<file path="config.mk">
export PLATFORM = sky130hd
export DESIGN_NAME = weight_update_sequencer_flat
export DESIGN_NICKNAME = d
export VERILOG_FILES = /design/src/rtl/weight_update_sequencer_if.sv /design/src/rtl/weight_update_sequencer.sv /design/src/flat_wrapper.sv
export SDC_FILE = /design/constraint.sdc
export NUM_CORES = 2
export LEC_CHECK = 0
export CORE_MARGIN = 2
export CORE_UTILIZATION = 48
export CTS_CLUSTER_SIZE = 14
export DETAILED_ROUTE_END_ITERATION = 8
export DONT_BUFFER_PORTS = 1
export HOLD_SLACK_MARGIN = 0.08
export PLACE_DENSITY_LB_ADDON = 0.08
export SKIP_CTS_REPAIR_TIMING = 1
export SYNTH_ARGS = -nofsm -noshare
export SYNTH_HDL_FRONTEND = slang
export SYNTH_SLANG_ARGS = --single-unit
</file>
<file path="constraint.sdc">
create_clock -name clk -period 16.3 [get_ports clk]
set_input_delay 3.26 -clock clk [delete_from_list [all_inputs] [get_ports clk]]
set_output_delay 3.26 -clock clk [all_outputs]
set_load 0.01 [all_outputs]
</file>
<file path="src/rtl/weight_update_sequencer_if.sv">
// Handshake/bus bundle between the weight update sequencer, its controller,
// the gradient stack and the dense-layer weight memory.
interface weight_update_sequencer_if #(
  parameter int data_size = 16,
  parameter int size      = 3
);
  logic                        start;
  logic [31:0]                 num_layers;
  logic [data_size-1:0]        learning_rate;
  logic                        busy;
  logic                        done;
  logic                        cal_dc_dw;
  logic [31:0]                 dc_dw_layer;
  logic [31:0]                 dc_dw_row;
  logic [data_size*size-1:0]   dc_dw_stream;
  logic                        w_rd_en;
  logic [31:0]                 w_layer;
  logic [31:0]                 w_row;
  logic [data_size*size-1:0]   w_rd_data;
  logic                        w_wr_en;
  logic [data_size*size-1:0]   w_wr_data;

  modport master (
    input  start, num_layers, learning_rate, dc_dw_stream, w_rd_data,
    output busy, done, cal_dc_dw, dc_dw_layer, dc_dw_row,
           w_rd_en, w_layer, w_row, w_wr_en, w_wr_data
  );

  modport slave (
    output start, num_layers, learning_rate, dc_dw_stream, w_rd_data,
    input  busy, done, cal_dc_dw, dc_dw_layer, dc_dw_row,
           w_rd_en, w_layer, w_row, w_wr_en, w_wr_data
  );
endinterface

</file>
<file path="src/rtl/weight_update_sequencer.sv">
// Walks every (layer,row), fetches gradient and weight rows, and writes back
// w - sat((lr*grad) >>> frac_bits), saturated per lane.
module wus_lane #(
  parameter int DW = 16,
  parameter int FB = 8
) (
  input  logic signed [DW-1:0] lr,
  input  logic signed [DW-1:0] grad,
  input  logic signed [DW-1:0] w,
  output logic signed [DW-1:0] w_new
);
  logic signed [2*DW-1:0] prod, sh;
  logic signed [DW-1:0]   delta;
  logic signed [DW:0]     diff;

  always_comb begin
    prod = lr * grad;
    sh   = prod >>> FB;
    // the shifted product fits in DW bits only if its top DW+1 bits agree
    if (&sh[2*DW-1:DW-1] || ~|sh[2*DW-1:DW-1]) delta = sh[DW-1:0];
    else delta = sh[2*DW-1] ? {1'b1, {(DW-1){1'b0}}} : {1'b0, {(DW-1){1'b1}}};
    diff = {w[DW-1], w} - {delta[DW-1], delta};
    if (diff[DW] == diff[DW-1]) w_new = diff[DW-1:0];
    else w_new = diff[DW] ? {1'b1, {(DW-1){1'b0}}} : {1'b0, {(DW-1){1'b1}}};
  end
endmodule

module weight_update_sequencer #(
  parameter int data_size      = 16,
  parameter int size           = 3,
  parameter int max_layer_size = 4,
  parameter int frac_bits      = 8
) (
  input  logic                     clk,
  input  logic                     reset,
  weight_update_sequencer_if.master bus
);
  typedef enum logic [2:0] {IDLE, REQ, CAPTURE, WRITE, DONE} state_t;

  state_t                           state_q, state_d;
  logic [31:0]                      layer_q, layer_d, row_q, row_d;
  logic [31:0]                      nl_q, nl_d, nl_clamp;
  logic [31:0]                      addr_layer_q, addr_layer_d, addr_row_q, addr_row_d;
  logic [data_size-1:0]             lr_q, lr_d;
  logic [size-1:0][data_size-1:0]   grad_q, grad_d, wt_q, wt_d, new_row;

  assign nl_clamp = (bus.num_layers > 32'(max_layer_size)) ? 32'(max_layer_size)
                                                           : bus.num_layers;

  always_comb begin
    state_d      = state_q;
    layer_d      = layer_q;
    row_d        = row_q;
    nl_d         = nl_q;
    lr_d         = lr_q;
    grad_d       = grad_q;
    wt_d         = wt_q;
    addr_layer_d = addr_layer_q;
    addr_row_d   = addr_row_q;
    case (state_q)
      IDLE: if (bus.start) begin
        lr_d    = bus.learning_rate;
        nl_d    = nl_clamp;
        layer_d = '0;
        row_d   = '0;
        state_d = (nl_clamp == '0) ? DONE : REQ;
      end
      REQ:     state_d = CAPTURE;
      CAPTURE: begin
        grad_d  = bus.dc_dw_stream;
        wt_d    = bus.w_rd_data;
        state_d = WRITE;
      end
      WRITE: begin
        if (row_q == 32'(size - 1)) begin
          row_d   = '0;
          layer_d = layer_q + 32'd1;
          state_d = (layer_q == nl_q - 32'd1) ? DONE : REQ;
        end else begin
          row_d   = row_q + 32'd1;
          state_d = REQ;
        end
      end
      DONE:    state_d = IDLE;
      default: state_d = IDLE;
    endcase
    // addresses latch on entry to REQ and hold through WRITE and beyond
    if (state_d == REQ) begin
      addr_layer_d = layer_d;
      addr_row_d   = row_d;
    end
  end

  always_ff @(posedge clk or negedge reset) begin
    if (!reset) begin
      state_q      <= IDLE;
      layer_q      <= '0;
      row_q        <= '0;
      nl_q         <= '0;
      lr_q         <= '0;
      grad_q       <= '0;
      wt_q         <= '0;
      addr_layer_q <= '0;
      addr_row_q   <= '0;
    end else begin
      state_q      <= state_d;
      layer_q      <= layer_d;
      row_q        <= row_d;
      nl_q         <= nl_d;
      lr_q         <= lr_d;
      grad_q       <= grad_d;
      wt_q         <= wt_d;
      addr_layer_q <= addr_layer_d;
      addr_row_q   <= addr_row_d;
    end
  end

  for (genvar i = 0; i < size; i++) begin : g_lane
    wus_lane #(.DW(data_size), .FB(frac_bits)) u_lane (
      .lr    (lr_q),
      .grad  (grad_q[i]),
      .w     (wt_q[i]),
      .w_new (new_row[i])
    );
  end

  assign bus.busy        = (state_q != IDLE);
  assign bus.done        = (state_q == DONE);
  assign bus.cal_dc_dw   = (state_q == REQ);
  assign bus.w_rd_en     = (state_q == REQ);
  assign bus.w_wr_en     = (state_q == WRITE);
  assign bus.dc_dw_layer = addr_layer_q;
  assign bus.dc_dw_row   = addr_row_q;
  assign bus.w_layer     = addr_layer_q;
  assign bus.w_row       = addr_row_q;
  assign bus.w_wr_data   = new_row;
endmodule

</file>
<file path="src/flat_wrapper.sv">
// flat-port wrapper written by rule: the top's interface ports become plain ports
module weight_update_sequencer_flat 
#(
  parameter int data_size      = 16,
  parameter int size           = 3,
  parameter int max_layer_size = 4,
  parameter int frac_bits      = 8
)
  (clk, reset, bus_start, bus_num_layers, bus_learning_rate, bus_dc_dw_stream, bus_w_rd_data, bus_busy, bus_done, bus_cal_dc_dw, bus_dc_dw_layer, bus_dc_dw_row, bus_w_rd_en, bus_w_layer, bus_w_row, bus_w_wr_en, bus_w_wr_data);
  weight_update_sequencer_if #(.data_size(data_size), .size(size)) bus_i ();
  input  logic clk;
  input  logic reset;
  input wire logic [$bits(bus_i.start)-1:0] bus_start;
  input wire logic [$bits(bus_i.num_layers)-1:0] bus_num_layers;
  input wire logic [$bits(bus_i.learning_rate)-1:0] bus_learning_rate;
  input wire logic [$bits(bus_i.dc_dw_stream)-1:0] bus_dc_dw_stream;
  input wire logic [$bits(bus_i.w_rd_data)-1:0] bus_w_rd_data;
  output wire logic [$bits(bus_i.busy)-1:0] bus_busy;
  output wire logic [$bits(bus_i.done)-1:0] bus_done;
  output wire logic [$bits(bus_i.cal_dc_dw)-1:0] bus_cal_dc_dw;
  output wire logic [$bits(bus_i.dc_dw_layer)-1:0] bus_dc_dw_layer;
  output wire logic [$bits(bus_i.dc_dw_row)-1:0] bus_dc_dw_row;
  output wire logic [$bits(bus_i.w_rd_en)-1:0] bus_w_rd_en;
  output wire logic [$bits(bus_i.w_layer)-1:0] bus_w_layer;
  output wire logic [$bits(bus_i.w_row)-1:0] bus_w_row;
  output wire logic [$bits(bus_i.w_wr_en)-1:0] bus_w_wr_en;
  output wire logic [$bits(bus_i.w_wr_data)-1:0] bus_w_wr_data;
  assign bus_i.start = bus_start;
  assign bus_i.num_layers = bus_num_layers;
  assign bus_i.learning_rate = bus_learning_rate;
  assign bus_i.dc_dw_stream = bus_dc_dw_stream;
  assign bus_i.w_rd_data = bus_w_rd_data;
  assign bus_busy = bus_i.busy;
  assign bus_done = bus_i.done;
  assign bus_cal_dc_dw = bus_i.cal_dc_dw;
  assign bus_dc_dw_layer = bus_i.dc_dw_layer;
  assign bus_dc_dw_row = bus_i.dc_dw_row;
  assign bus_w_rd_en = bus_i.w_rd_en;
  assign bus_w_layer = bus_i.w_layer;
  assign bus_w_row = bus_i.w_row;
  assign bus_w_wr_en = bus_i.w_wr_en;
  assign bus_w_wr_data = bus_i.w_wr_data;
  weight_update_sequencer #(.data_size(data_size), .size(size), .max_layer_size(max_layer_size), .frac_bits(frac_bits)) u_core (.clk(clk), .reset(reset), .bus(bus_i));
endmodule
</file>
==> metrics.md <==
| Metric | Value |
|---|---|
| Status | `completed` |
| Crit path max fanout | `21` |
| Most frequent cells in the layout | `inv_1, fa_1, nand2_1` |
| Final Slew Violations | `0` |
| # setup viols final | `0` |
| CTS Sinks | `275` |
| Setup crit end kind | `primary output` |
| Synth Area in Compound Gates | `0.07320` |
| Synth top area share | `0.3549` |
| Ant diodes | `0` |
| Synth Area in Simple Gates | `0.1560` |
| Clock Latency Late Sink | `630 ps` |
| Post-synth EDFFs | `0` |
| Most frequent CP cell | `fa_1` |
| GRT Total Usage | `0.2415` |
| Die area | `0.09482 mm²` |
| Max-cap violations | `0` |
| Period utilization | `0.9227` |
| Share of layout cells above drive strength 1 | `0.04844` |
| Adder-Cell Fraction of Synth Area | `0.4369` |
| Grt ovf | `0` |
| Max Clock Skew | `31.29 ps` |
| Mapped Nets | `5995` |
| Synthesis warning total | `0` |
| Vias post-DR | `30917` |
| Initial Util | `0.4837` |
| DRT antenna net count | `0` |
| Setup TNS | `0 ps` |
| Crit path time final | `15040 ps` |
| Main combinational cell family by area after synthesis | `adder cells` |
| Global route hottest layer | `met2` |
| Drt first pass iters | `7` |
| Routed Wire Length | `109400 µm` |
| Crit-path slowest cell | `dfrtp_1` |
| Drt via density | `5.340` |
| First-pass GRT wire length | `179800 µm` |
| DPL Wire Length | `85590 µm` |
| Area contributors post-synth | `fa_1, dfrtp_1, ha_1, inv_1, and2_1` |
| Slowest stage delay, CP | `930 ps` |
| Mux contribution to synthesized area | `0.03383` |
| Arrival time at the worst endpoint | `11780 ps` |
| Reg2reg start | `u_core.nl_q[0]` |
| Area of the mapped netlist | `0.04434 mm²` |
| Worst Hold Class | `register to register` |
| Clock buffer depth | `3` |
| Setup crit start | `u_core.lr_q[5]` |
| Die width | `307.9 µm` |
| Synthesis-to-layout area growth | `3.903%` |
| Top-level I/O count | `328` |
| Synthesized instance count | `4773` |
| Root buffer cell | `clkbuf_16` |
| Antenna violations before repair | `9` |
| M2 GR Usage | `0.4003` |
| Yosys top cell by area | `fa_1` |
| Via count of the first global-routing pass | `32816` |
| RSZ-0062 raised after global routing | `false` |
| CP Data Required Time | `13040 ps` |
| Post-synthesis sequential area ratio | `0.1552` |
| Hold_sp | `u_core.wt_q[30]` |
| Fmax | `66.49 MHz` |
| Top_reg_cell synth | `dfrtp_1` |
| Mapped Avg Cell Area | `9.290 µm²` |
| CORE AREA | `0.09166 mm²` |
| GRT met3 Usage | `0.04563` |
| Unique masters post-synth | `77` |
| Clock-pin transition on the worst setup and hold timing paths | `70 ps` |
| CTS tree | `built` |
| #FFs+latches synth | `275` |
| Post-Synth XOR/XNOR Area | `0.04010` |
| Post-synth ARST share | `1.000` |
| Crit Path Category | `register to primary output` |
| CP startpoint kind | `register` |
| Site row count | `111` |
| RePlAce Congestion | `0.8497` |
| Final nets | `5799` |
| Port-buffer cells | `0` |
| H-tree Lvls | `2` |
| Overall die height | `307.9 µm` |
| Largest net degree at the start of global routing | `276` |
| Tightest Pin Transition | `1062 ps` |
| WL/cell | `18.89 µm` |
| Final number of hold-violating endpoints | `0` |
| DR iter-0 viols | `1483` |
| DR DRC count | `0` |
| CTS Buf Count | `37` |
| Commonest non-fill, non-tap cell in the layout | `inv_1` |
| Met1 Track Usage GR | `0.3295` |
| Max transition margin | `0.2895` |
per-stage QoR:
step	hold WS [ps]	setup slack [ps]	utilization	std cells	instance area, µm²
2_1_floorplan	483.9	3363	-	4773	44340
3_3_place_gp	500.0	2158	0.4894	5724	44860
3_5_place_dp	502.6	2004	0.4894	5724	44860
4_1_cts	518.5	1281	0.5026	5790	46070
5_1_grt	532.4	566.4	0.5026	5790	46070
6_report	513.6	1260	0.5026	5790	46070
registers in the layout, indices dropped and copies added (netlist names):
name	count
u_core.row_q	32
u_core.grad_q	48
u_core.layer_q	32
u_core.wt_q	48
u_core.bus.dc_dw_row	32
u_core.nl_q	32
u_core.bus.dc_dw_layer	32
u_core.state_q	3
u_core.lr_q	16
worst max-delay path: cells and delay by family, from the launching register on:
family / cells / cell delay, ps
muxes: 1 / 760
adders and majority gates: 8 / 3470
AOI/OAI and AO/OA: 15 / 4520
buffers and inverters: 3 / 530
and+or+nand+nor: 4 / 920
DFF: 1 / 930
logic make-up after synthesis:
| logic type | Yosys count |
|---|---|
| AO/OA/AOI/OAI | 531 |
| XOR/XNOR | 203 |
| adder cells (fa/ha/maj) | 1077 |
| buffers and inverters | 1165 |
| flip-flops | 275 |
| multiplexers | 135 |
| AND/OR/NAND/NOR | 1387 |
cells in the mapped netlist (6+ instances only):
| cell | instances |
|---|---|
| inv_1 | 892 |
| a21oi_1 | 109 |
| clkbuf_1 | 198 |
| and3_1 | 31 |
| o21a_1 | 18 |
| a21o_1 | 56 |
| xor2_1 | 71 |
| fa_1 | 786 |
| nor2_1 | 114 |
| nor4b_1 | 6 |
| o211ai_1 | 21 |
| ha_1 | 289 |
| dfrtp_1 | 275 |
| a211oi_1 | 10 |
| mux2i_1 | 16 |
| o21bai_1 | 8 |
| o31ai_1 | 26 |
| nand2_1 | 580 |
| mux2_1 | 28 |
| nand2b_1 | 40 |
| or4_1 | 8 |
| and2_1 | 353 |
| a31oi_1 | 12 |
| nand3_1 | 67 |
| mux2_2 | 91 |
| nor2b_1 | 47 |
| a21boi_0 | 6 |
| xnor2_1 | 132 |
| nor4_1 | 22 |
| or2_2 | 8 |
| a41oi_1 | 6 |
| o21ai_0 | 211 |
| buf_4 | 65 |
| nand4_1 | 26 |
| nor3_1 | 42 |
| or3_1 | 14 |
area by class of cell:
cell class	instances	area [µm²]
Clock buffer	50	1056
Clock inverter	16	156.4
Fill cell	8770	45590
Inverter	892	3348
Multi-Input combinational cell	3333	32840
Sequential cell	275	6890
Tap cell	1186	1484
Timing Repair Buffer	38	297.8
path summary, 6_finish.rpt:
kind                                               to  slack [ps]  cells past startpoint
max in group asynchronous              u_core.lr_q[9]       13120                      0
setup / recovery                    bus_w_wr_data[39]        1260                     31
hold / removal                        u_core.wt_q[30]         510                      1
hold reg to reg                       u_core.wt_q[30]         510                      1
setup reg to reg           u_core.bus.dc_dw_layer[31]       11970                     12
min in group asynchronous             u_core.wt_q[10]        2330                      0
per-layer routing:
metal  vias to the layer above  routed length, µm
met4                        16               2318
met5                         -                106
met1                     15727              48010
met3                       135               6521
li1                      14328                  -
met2                       711              52420
Power is left out: the tool's default activity adds up to more than one toggle a clock period on the data nets, which glitch-free logic cannot reach.
